## config.mk

```make
export PLATFORM = sky130hd
export DESIGN_NAME = fifo_feeder_flat
export DESIGN_NICKNAME = d
export VERILOG_FILES = /design/src/rtl/fifo_feeder_if.sv /design/src/rtl/fifo_feeder.sv /design/src/flat_wrapper.sv
export SDC_FILE = /design/constraint.sdc
export NUM_CORES = 1
export LEC_CHECK = 0
export CORE_MARGIN = 2
export CORE_UTILIZATION = 25
export CTS_BUF_LIST = sky130_fd_sc_hd__clkbuf_4
export CTS_CLUSTER_SIZE = 8
export DETAILED_ROUTE_END_ITERATION = 10
export PLACE_DENSITY = 0.89
export SETUP_SLACK_MARGIN = 0.5
export SLEW_MARGIN = 15
export SYNTH_ARGS = -nofsm -noshare
export SYNTH_HDL_FRONTEND = slang
export SYNTH_SLANG_ARGS = --single-unit
```

## constraint.sdc

```tcl
create_clock -name clk -period 3.78 [get_ports clk]
set_clock_uncertainty 0.15 [all_clocks]
set_input_delay 0.756 -clock clk [delete_from_list [all_inputs] [get_ports clk]]
set_output_delay 0.756 -clock clk [all_outputs]
set_load 0.05 [all_outputs]
```

## src/rtl/fifo_feeder_if.sv

```systemverilog
// Handshake bundle between the memory-side loader, the feeder and its delay-buffer fifo.
interface fifo_feeder_if #(
  parameter int unsigned DEPTH = 8,
  parameter int unsigned BITS  = 64
);
  localparam int unsigned LW = $clog2(DEPTH + 1);

  logic            in_valid;
  logic [BITS-1:0] in_data;
  logic            in_ready;
  logic            start;
  logic            abort;
  logic            fifo_en;
  logic [BITS-1:0] fifo_d;
  logic [LW-1:0]   level;
  logic            loaded;
  logic            out_valid;
  logic            done;

  modport master (
    output in_valid, in_data, start, abort,
    input  in_ready, fifo_en, fifo_d, level, loaded, out_valid, done
  );

  modport slave (
    input  in_valid, in_data, start, abort,
    output in_ready, fifo_en, fifo_d, level, loaded, out_valid, done
  );
endinterface

```

## src/rtl/fifo_feeder.sv

```systemverilog
// Loads DEPTH words into a shift-on-en delay fifo, then streams them out on start,
// flushing zeros in behind so the fifo is empty once the stream completes.
module fifo_feeder #(
  parameter int unsigned DEPTH = 8,
  parameter int unsigned BITS  = 64
) (
  input logic          clk,
  input logic          rst_n,
  fifo_feeder_if.slave bus
);
  localparam int unsigned CW = $clog2(DEPTH + 1);

  typedef enum logic [1:0] {
    S_LOAD   = 2'd0,
    S_FULL   = 2'd1,
    S_STREAM = 2'd2
  } state_e;

  state_e          state_q, state_d;
  logic [CW-1:0]   cnt_q, cnt_d;
  logic            done_q, done_d;

  logic            in_ready_c;
  logic            fifo_en_c;
  logic [BITS-1:0] fifo_d_c;
  logic [CW-1:0]   level_c;
  logic            loaded_c;
  logic            out_valid_c;
  logic            last_c;

  assign last_c = (cnt_q == CW'(DEPTH - 1));

  always_ff @(posedge clk or negedge rst_n) begin
    if (!rst_n) begin
      state_q <= S_LOAD;
      cnt_q   <= '0;
      done_q  <= 1'b0;
    end else begin
      state_q <= state_d;
      cnt_q   <= cnt_d;
      done_q  <= done_d;
    end
  end

  always_comb begin
    state_d     = state_q;
    cnt_d       = cnt_q;
    done_d      = 1'b0;
    in_ready_c  = 1'b0;
    fifo_en_c   = 1'b0;
    fifo_d_c    = '0;
    level_c     = '0;
    loaded_c    = 1'b0;
    out_valid_c = 1'b0;

    case (state_q)
      S_LOAD: begin
        // in_ready is gated by rst_n so nothing is offered while the fifo is held in reset
        in_ready_c = rst_n & ~bus.abort;
        level_c    = cnt_q;
        if (bus.in_valid && in_ready_c) begin
          fifo_en_c = 1'b1;
          fifo_d_c  = bus.in_data;
          cnt_d     = cnt_q + CW'(1);
          if (last_c) state_d = S_FULL;
        end
      end
      S_FULL: begin
        loaded_c = 1'b1;
        level_c  = cnt_q;
        if (bus.start) begin
          state_d = S_STREAM;
          cnt_d   = '0;
        end
      end
      S_STREAM: begin
        fifo_en_c   = 1'b1;
        out_valid_c = 1'b1;
        cnt_d       = cnt_q + CW'(1);
        if (last_c) begin
          state_d = S_LOAD;
          cnt_d   = '0;
          done_d  = 1'b1;
        end
      end
      default: begin
        state_d = S_LOAD;
        cnt_d   = '0;
      end
    endcase

    // Abort overrides everything: freeze the fifo and restart the load.
    if (bus.abort) begin
      in_ready_c = 1'b0;
      fifo_en_c  = 1'b0;
      fifo_d_c   = '0;
      state_d    = S_LOAD;
      cnt_d      = '0;
      done_d     = 1'b0;
    end
  end

  assign bus.in_ready  = in_ready_c;
  assign bus.fifo_en   = fifo_en_c;
  assign bus.fifo_d    = fifo_d_c;
  assign bus.level     = level_c;
  assign bus.loaded    = loaded_c;
  assign bus.out_valid = out_valid_c;
  assign bus.done      = done_q;
endmodule

```

## src/flat_wrapper.sv

```systemverilog
// flat-port wrapper written by rule: the top's interface ports become plain ports
module fifo_feeder_flat 
#(
  parameter int unsigned DEPTH = 8,
  parameter int unsigned BITS  = 64
)
  (clk, rst_n, bus_in_valid, bus_in_data, bus_start, bus_abort, bus_in_ready, bus_fifo_en, bus_fifo_d, bus_level, bus_loaded, bus_out_valid, bus_done);
  fifo_feeder_if #(.DEPTH(DEPTH), .BITS(BITS)) bus_i ();
  input logic clk;
  input logic rst_n;
  input wire logic [$bits(bus_i.in_valid)-1:0] bus_in_valid;
  input wire logic [$bits(bus_i.in_data)-1:0] bus_in_data;
  input wire logic [$bits(bus_i.start)-1:0] bus_start;
  input wire logic [$bits(bus_i.abort)-1:0] bus_abort;
  output wire logic [$bits(bus_i.in_ready)-1:0] bus_in_ready;
  output wire logic [$bits(bus_i.fifo_en)-1:0] bus_fifo_en;
  output wire logic [$bits(bus_i.fifo_d)-1:0] bus_fifo_d;
  output wire logic [$bits(bus_i.level)-1:0] bus_level;
  output wire logic [$bits(bus_i.loaded)-1:0] bus_loaded;
  output wire logic [$bits(bus_i.out_valid)-1:0] bus_out_valid;
  output wire logic [$bits(bus_i.done)-1:0] bus_done;
  assign bus_i.in_valid = bus_in_valid;
  assign bus_i.in_data = bus_in_data;
  assign bus_i.start = bus_start;
  assign bus_i.abort = bus_abort;
  assign bus_in_ready = bus_i.in_ready;
  assign bus_fifo_en = bus_i.fifo_en;
  assign bus_fifo_d = bus_i.fifo_d;
  assign bus_level = bus_i.level;
  assign bus_loaded = bus_i.loaded;
  assign bus_out_valid = bus_i.out_valid;
  assign bus_done = bus_i.done;
  fifo_feeder #(.DEPTH(DEPTH), .BITS(BITS)) u_core (.clk(clk), .rst_n(rst_n), .bus(bus_i));
endmodule
```

==> results.yml, run 1 <==
setup_path:
  r2r_setup_slack_ns: 2.02
  worstPathRequired_ns: 2.87
  worst-path-buf-inv: 3
  critPathKind: "in2out"
  crit_fanout: 34
  slowest_stage: "clkdlybuf4s50_1"
  cpPeakStageDelay_ns: 0.54
  cp_top_family: "buffers and inverters"
  critPathArrivalTime_ns: 2.25
  start_kind: "input port"
  endpoint_kind: "primary output"
  crit_chain: "clkdlybuf4s50_1, nand3b_4, nor3_4, buf_6, and2_1, buf_12"
yosys:
  syn_nets: 190
  yosysUniqueCellTypes: 29
  synthCells: 120
  yosys_warnings: 0
  synth-seq-area-share_pct: 19.34
  ys_ff_latch: 7
  avgSynthCellArea_um2: 7.549
  synth_top_cell_by_area: "and2_1"
  synth_area_um2: 905.9
  synth_top_area_share_pct: 44.89
  synthTopCellsByArea: "and2_1, dfrtp_1, nor2b_1"
die:
  coreArea_um2: 3416
  die_x_um: 64.20
  dieArea_um2: 4121
  io_pins: 142
  num_rows: 21
  dieHeight_um: 64.20
  initial_core_util_pct: 26.52
timing:
  post-route-period-util_pct: 83.39
  hold_viol: 0
  fin_crit_ns: 3.152
  relSlewSlack_pct: 66.36
  finalSetupTns_ns: 0
  report.final.slew_viol_count: 0
  tightest_slew_ns: 0.5031
  max_clock_freq_mhz: 317.2
  grt_setup_unrepaired: "no"
  setup_viol: 0
detailed_routing:
  drtPass1Iterations: 4
  avgRoutedWirePerCell_um: 16.55
  ant_nets: 0
  drt-vias-per-instance: 4.477
  drtIter0Drc: 31
  num_vias: 1370
  drc_errors: 0
  wl_um: 5064
finish:
  layoutNonFillerInstCount: 306
  area.growth.synth_to_final_pct: 233.8
  n_antenna_cell: 0
  nets: 331
  final_common_cell: "clkdlybuf4s50_1"
  final_cell_mix: "clkdlybuf4s50_1, and2_1, buf_12"
  fill_cells: 160
  drive_gt1_share_pct: 29.62
global_routing:
  grt_pass1_wl_um: 7445
  grt.overflow.total: 0
  antenna_found_initial: 0
  gr-usage-all-layers_pct: 23.65
  grt_pass1_vias: 1354
  grt_max_degree: 35
placed_design:
  dpl.hpwl_um: 4440
  place_inst: 302
  portBuffers: 141
  gp_congestion: 0.8348
job:
  maxCapViolCount: 0
power_and_ir_drop:
  ir_drop_mv: 0.2121
  power_density_nw_per_um2: 140.5
  cellLeakagePower_nw: 1.263
  power_mw: 0.4249
clock_network:
  cts.path.max_buffers: 2
  post-cts-setup-buffers: 0
  cts_sinks: 7
  clkLatencyLatePin_ns: 0.25
  cts_tree: "built"
  clkTransAtPathRegs_ns: 0.05
  cts_root_buffer: "clkbuf_4"
  htreeDepth: 1
  cts_buffers: 3
worst_hold_path:
  min_path_type: "in2async"
run_status:
  outcome: "finished clean"
## flip-flops by register name, indices dropped and copies added (netlist names)
name and cells:
u_core.cnt_q 4, u_core.state_q 2, u_core.bus.done 1
## cell type report
class | count | area [um2] | area share [%]
Timing Repair Buffer | 145 | 2085 | 68.93
Tap cell | 46 | 57.56 | 1.903
Inverter | 3 | 11.26 | 0.3724
Sequential cell | 7 | 175.2 | 5.792
Multi-Input combinational cell | 101 | 665.6 | 22.01
Clock buffer | 4 | 30.03 | 0.9930
## report_power, final
part           leakage, nW  switching (mW)  internal [mW]
clock               0.0184          0.0277         0.0475
combinational         1.15           0.123          0.148
sequential          0.0970         0.00220         0.0767
total                 1.26           0.153          0.272
## through the flow
stage	instance area [um2]	worst slack [ns]	utilization [%]	hold slack [ns]
2_1_floorplan	905.9	0.8683	-	0.3104
3_5_place_dp	2989	0.4571	87.51	0.3893
5_1_grt	3024	0.5308	88.53	0.3481
3_3_place_gp	2989	0.5155	87.51	0.3869
4_1_cts	3020	0.6107	88.42	0.3334
6_report	3024	0.6277	88.53	0.3353
## worst paths after layout
| check | cells past startpoint | endpoint | start |
|---|---|---|---|
| setup / recovery | 6 | bus_fifo_d[1] | bus_in_valid |
| hold / removal | 1 | u_core.cnt_q[0]$_DFFE_PN0P_ | rst_n |
| setup reg to reg | 4 | u_core.cnt_q[3]$_DFFE_PN0P_ | u_core.cnt_q[0]$_DFFE_PN0P_ |
| hold reg to reg | 1 | u_core.cnt_q[1]$_DFFE_PN0P_ | u_core.cnt_q[1]$_DFFE_PN0P_ |
| max in group asynchronous | 2 | u_core.state_q[0]$_DFFE_PN0P_ | rst_n |
| min in group clk | 1 | u_core.cnt_q[1]$_DFFE_PN0P_ | u_core.cnt_q[1]$_DFFE_PN0P_ |
## metal layers
metal / share of wire [%] / routed length [um] / global-route usage, %
met3: 8.9 / 450 / 5.634
met2: 59 / 3007 / 49.35
met5: 0 / 0 / 0
met1: 30 / 1535 / 23.32
met4: 1.4 / 70 / 3.723
## what timing repair did
action                                  4_1_cts  5_1_grt
hold buffers                                  0        0
resized for setup                             3        1
gates cloned                                  0        0
endpoints found under the setup margin       38        3
## cell usage after synthesis
cell type,count
a211oi_1,1
o211ai_1,1
o2bb2ai_1,1
nand2_1,3
o32a_2,1
nor2_1,1
buf_2,1
nor3_4,1
and3_1,1
a211o_1,1
clkbuf_2,6
and2_1,65
nor4b_1,1
or4b_1,1
nor3_1,3
ha_1,1
a2111o_1,1
nor2b_1,5
inv_1,3
nand3_1,4
buf_4,1
nand3b_4,1
or2_2,1
and4b_1,1
o21ai_0,2
a21oi_1,3
dfrtp_1,7
buf_6,1
and2b_1,1
## cells by family (layout without fill, tap and decap cells)
kind of cell	Yosys count	count (layout)	share of synthesized area [%]
buffers and inverters	12	152	7.182
AO/OA/AOI/OAI	11	11	8.840
adder cells (fa/ha/maj)	1	1	1.381
flip-flops	7	7	19.34
AND/OR/NAND/NOR	89	89	63.26
No activity file was read; power rests on OpenSTA's default activity.
==> run 2: changes to the inputs <==
Settings changed: CORE_UTILIZATION 25 to 21, PLACE_DENSITY 0.89 to 0.79.
Clock period 3.78 ns to 2.55 ns, I/O delays scaled along.
==> run 2 against run 1 <==
Net effect: critical endpoint is now bus_fifo_d[32]; register-to-register slack lost 1.2 ns; largest power group unchanged; power grew 57%; global-route usage down 0.068 points; highest routed layer unchanged.
==> results.yml, run 2 (synthesized netlist as in run 1, its figures left out) <==
finish:
  fin_area_um2: 3309
  layoutNonFillerInstCount: 319
  ff_latch_area_um2: 177.7
  n_antenna_cell: 0
  largest_reg_flops: 4
  drive_gt1_share_pct: 61.34
  nets: 340
  final_cell_mix: "buf_12, clkdlybuf4s50_1, and2_2"
  fin_util_pct: 80.99
  regMostFlops: "u_core.cnt_q"
  multi_input_area_um2: 788.3
  final_common_cell: "buf_12"
  fill_cells: 247
  area.growth.synth_to_final_pct: 265.3
global_routing:
  grt_pass1_wl_um: 8825
  grt.overflow.total: 0
  antenna_found_initial: 0
  gr-usage-all-layers_pct: 23.58
  grt_pass1_vias: 1406
  grt_max_degree: 33
clock_network:
  clkTransAtPathRegs_ns: 0.06
  cts_tree: "built"
  cts_buffers: 3
  cts_root_buffer: "clkbuf_4"
  cts_sinks: 7
  cts.path.max_buffers: 2
  htreeDepth: 1
  postCtsHoldBufs: 0
  clkLatencyLatePin_ns: 0.25
power_and_ir_drop:
  power_mw: 0.6691
  cellLeakagePower_nw: 1.423
  ir_drop_mv: 0.2485
  power_density_nw_per_um2: 202.2
setup_path:
  worstPathRequired_ns: 1.89
  crit_chain: "nand3b_4, nor3_4, buf_6, clkbuf_16, and2_2, buf_12"
  crit_fanout: 16
  cpPeakStageDelay_ns: 0.41
  worst-path-buf-inv: 3
  endpoint_kind: "primary output"
  start_kind: "register"
  slowest_stage: "dfrtp_2"
  critPathKind: "reg2out"
  critPathArrivalTime_ns: 1.65
  cp_top_family: "simple AND/OR/NAND/NOR gates"
timing:
  grt_setup_unrepaired: "yes"
  hold_viol: 0
  setup_viol: 0
  report.final.slew_viol_count: 0
  relSlewSlack_pct: 65.95
  tightest_slew_ns: 0.5099
  fin_crit_ns: 2.309
  max_clock_freq_mhz: 433.1
  post-route-period-util_pct: 90.54
detailed_routing:
  drtIter0Drc: 81
  ant_nets: 0
  drtPass1Iterations: 4
  num_vias: 1454
  drt-vias-per-instance: 4.558
  avgRoutedWirePerCell_um: 19.21
  drc_errors: 0
  wl_um: 6127
die:
  initial_core_util_pct: 22.17
  coreArea_um2: 4086
  num_rows: 23
  io_pins: 142
  dieHeight_um: 69.68
  dieArea_um2: 4855
  die_x_um: 69.68
worst_hold_path:
  min_path_type: "in2async"
placed_design:
  place_inst: 307
  dpl.hpwl_um: 4711
  gp_congestion: 0.8216
  placed_area_um2: 3137
  portBuffers: 141
job:
  maxCapViolCount: 0
run_status:
  outcome: "finished clean"
run 2: cell type report:
cell class	instances	share of cell area, %
well taps	50	1.890
flip-flops and latches	7	5.369
multi-input cells	101	23.82
repair buffers	154	67.68
clock buffers	4	0.9074
inverters	3	0.3403
run 2: path summary, 6_finish.rpt:
kind                            slack, ns                          start  cells after the start                       endpoint
worst min-delay path                 0.16                          rst_n                      2    u_core.cnt_q[2]$_DFFE_PN0P_
worst max-delay path                 0.24  u_core.state_q[0]$_DFFE_PN0P_                      6                 bus_fifo_d[32]
max in group asynchronous            1.95                          rst_n                      2  u_core.state_q[1]$_DFFE_PN0P_
worst min register to register       0.41    u_core.cnt_q[1]$_DFFE_PN0P_                      1    u_core.cnt_q[1]$_DFFE_PN0P_
min in group clk                     0.41    u_core.cnt_q[1]$_DFFE_PN0P_                      1    u_core.cnt_q[1]$_DFFE_PN0P_
worst max register to register       0.79    u_core.cnt_q[0]$_DFFE_PN0P_                      4    u_core.cnt_q[0]$_DFFE_PN0P_
run 2: repair_timing:
item | in CTS | in global routing
cloned | 1 | 1
buffers inserted | 3 | 3
pin swaps | 1 | 1
gates resized for setup | 39 | 5
endpoints found under the setup margin | 70 | 66
run 2: layer usage:
layer	vias to the layer above	part of all wire, %	global-route usage (%)	wire length, um
met5	-	0	0	0
met4	0	1.7	3.846	104
met3	12	6.9	5.087	422
met2	85	55	45.73	3374
met1	669	36	26.50	2226
li1	688	-	-	-
run 2: metrics by stage:
stage               setup slack [ns]  hold WS (ns)  setup TNS [ns]
global route                  0.1916        0.1608               0
CTS                           0.2393        0.1549               0
floorplan                     0.4399       0.06441               0
detailed placement          -0.04265        0.3977          -1.524
global placement            0.005816        0.3686               0
finish                        0.2413        0.1599               0
run 2: worst register-to-register path, delay by kind of cell, from the launching register on:
kind | cells | cell delay, ns
adders and majority gates | 1 | 0.27
DFF | 1 | 0.42
and+or+nand+nor | 1 | 0.21
AOI/OAI and AO/OA | 2 | 0.62
run 2: report_power, final:
group / leakage (nW) / internal (mW) / switching [mW]
sequential: 0.0936 / 0.114 / 0.00352
combinational: 1.31 / 0.247 / 0.193
clock: 0.0184 / 0.0704 / 0.0416
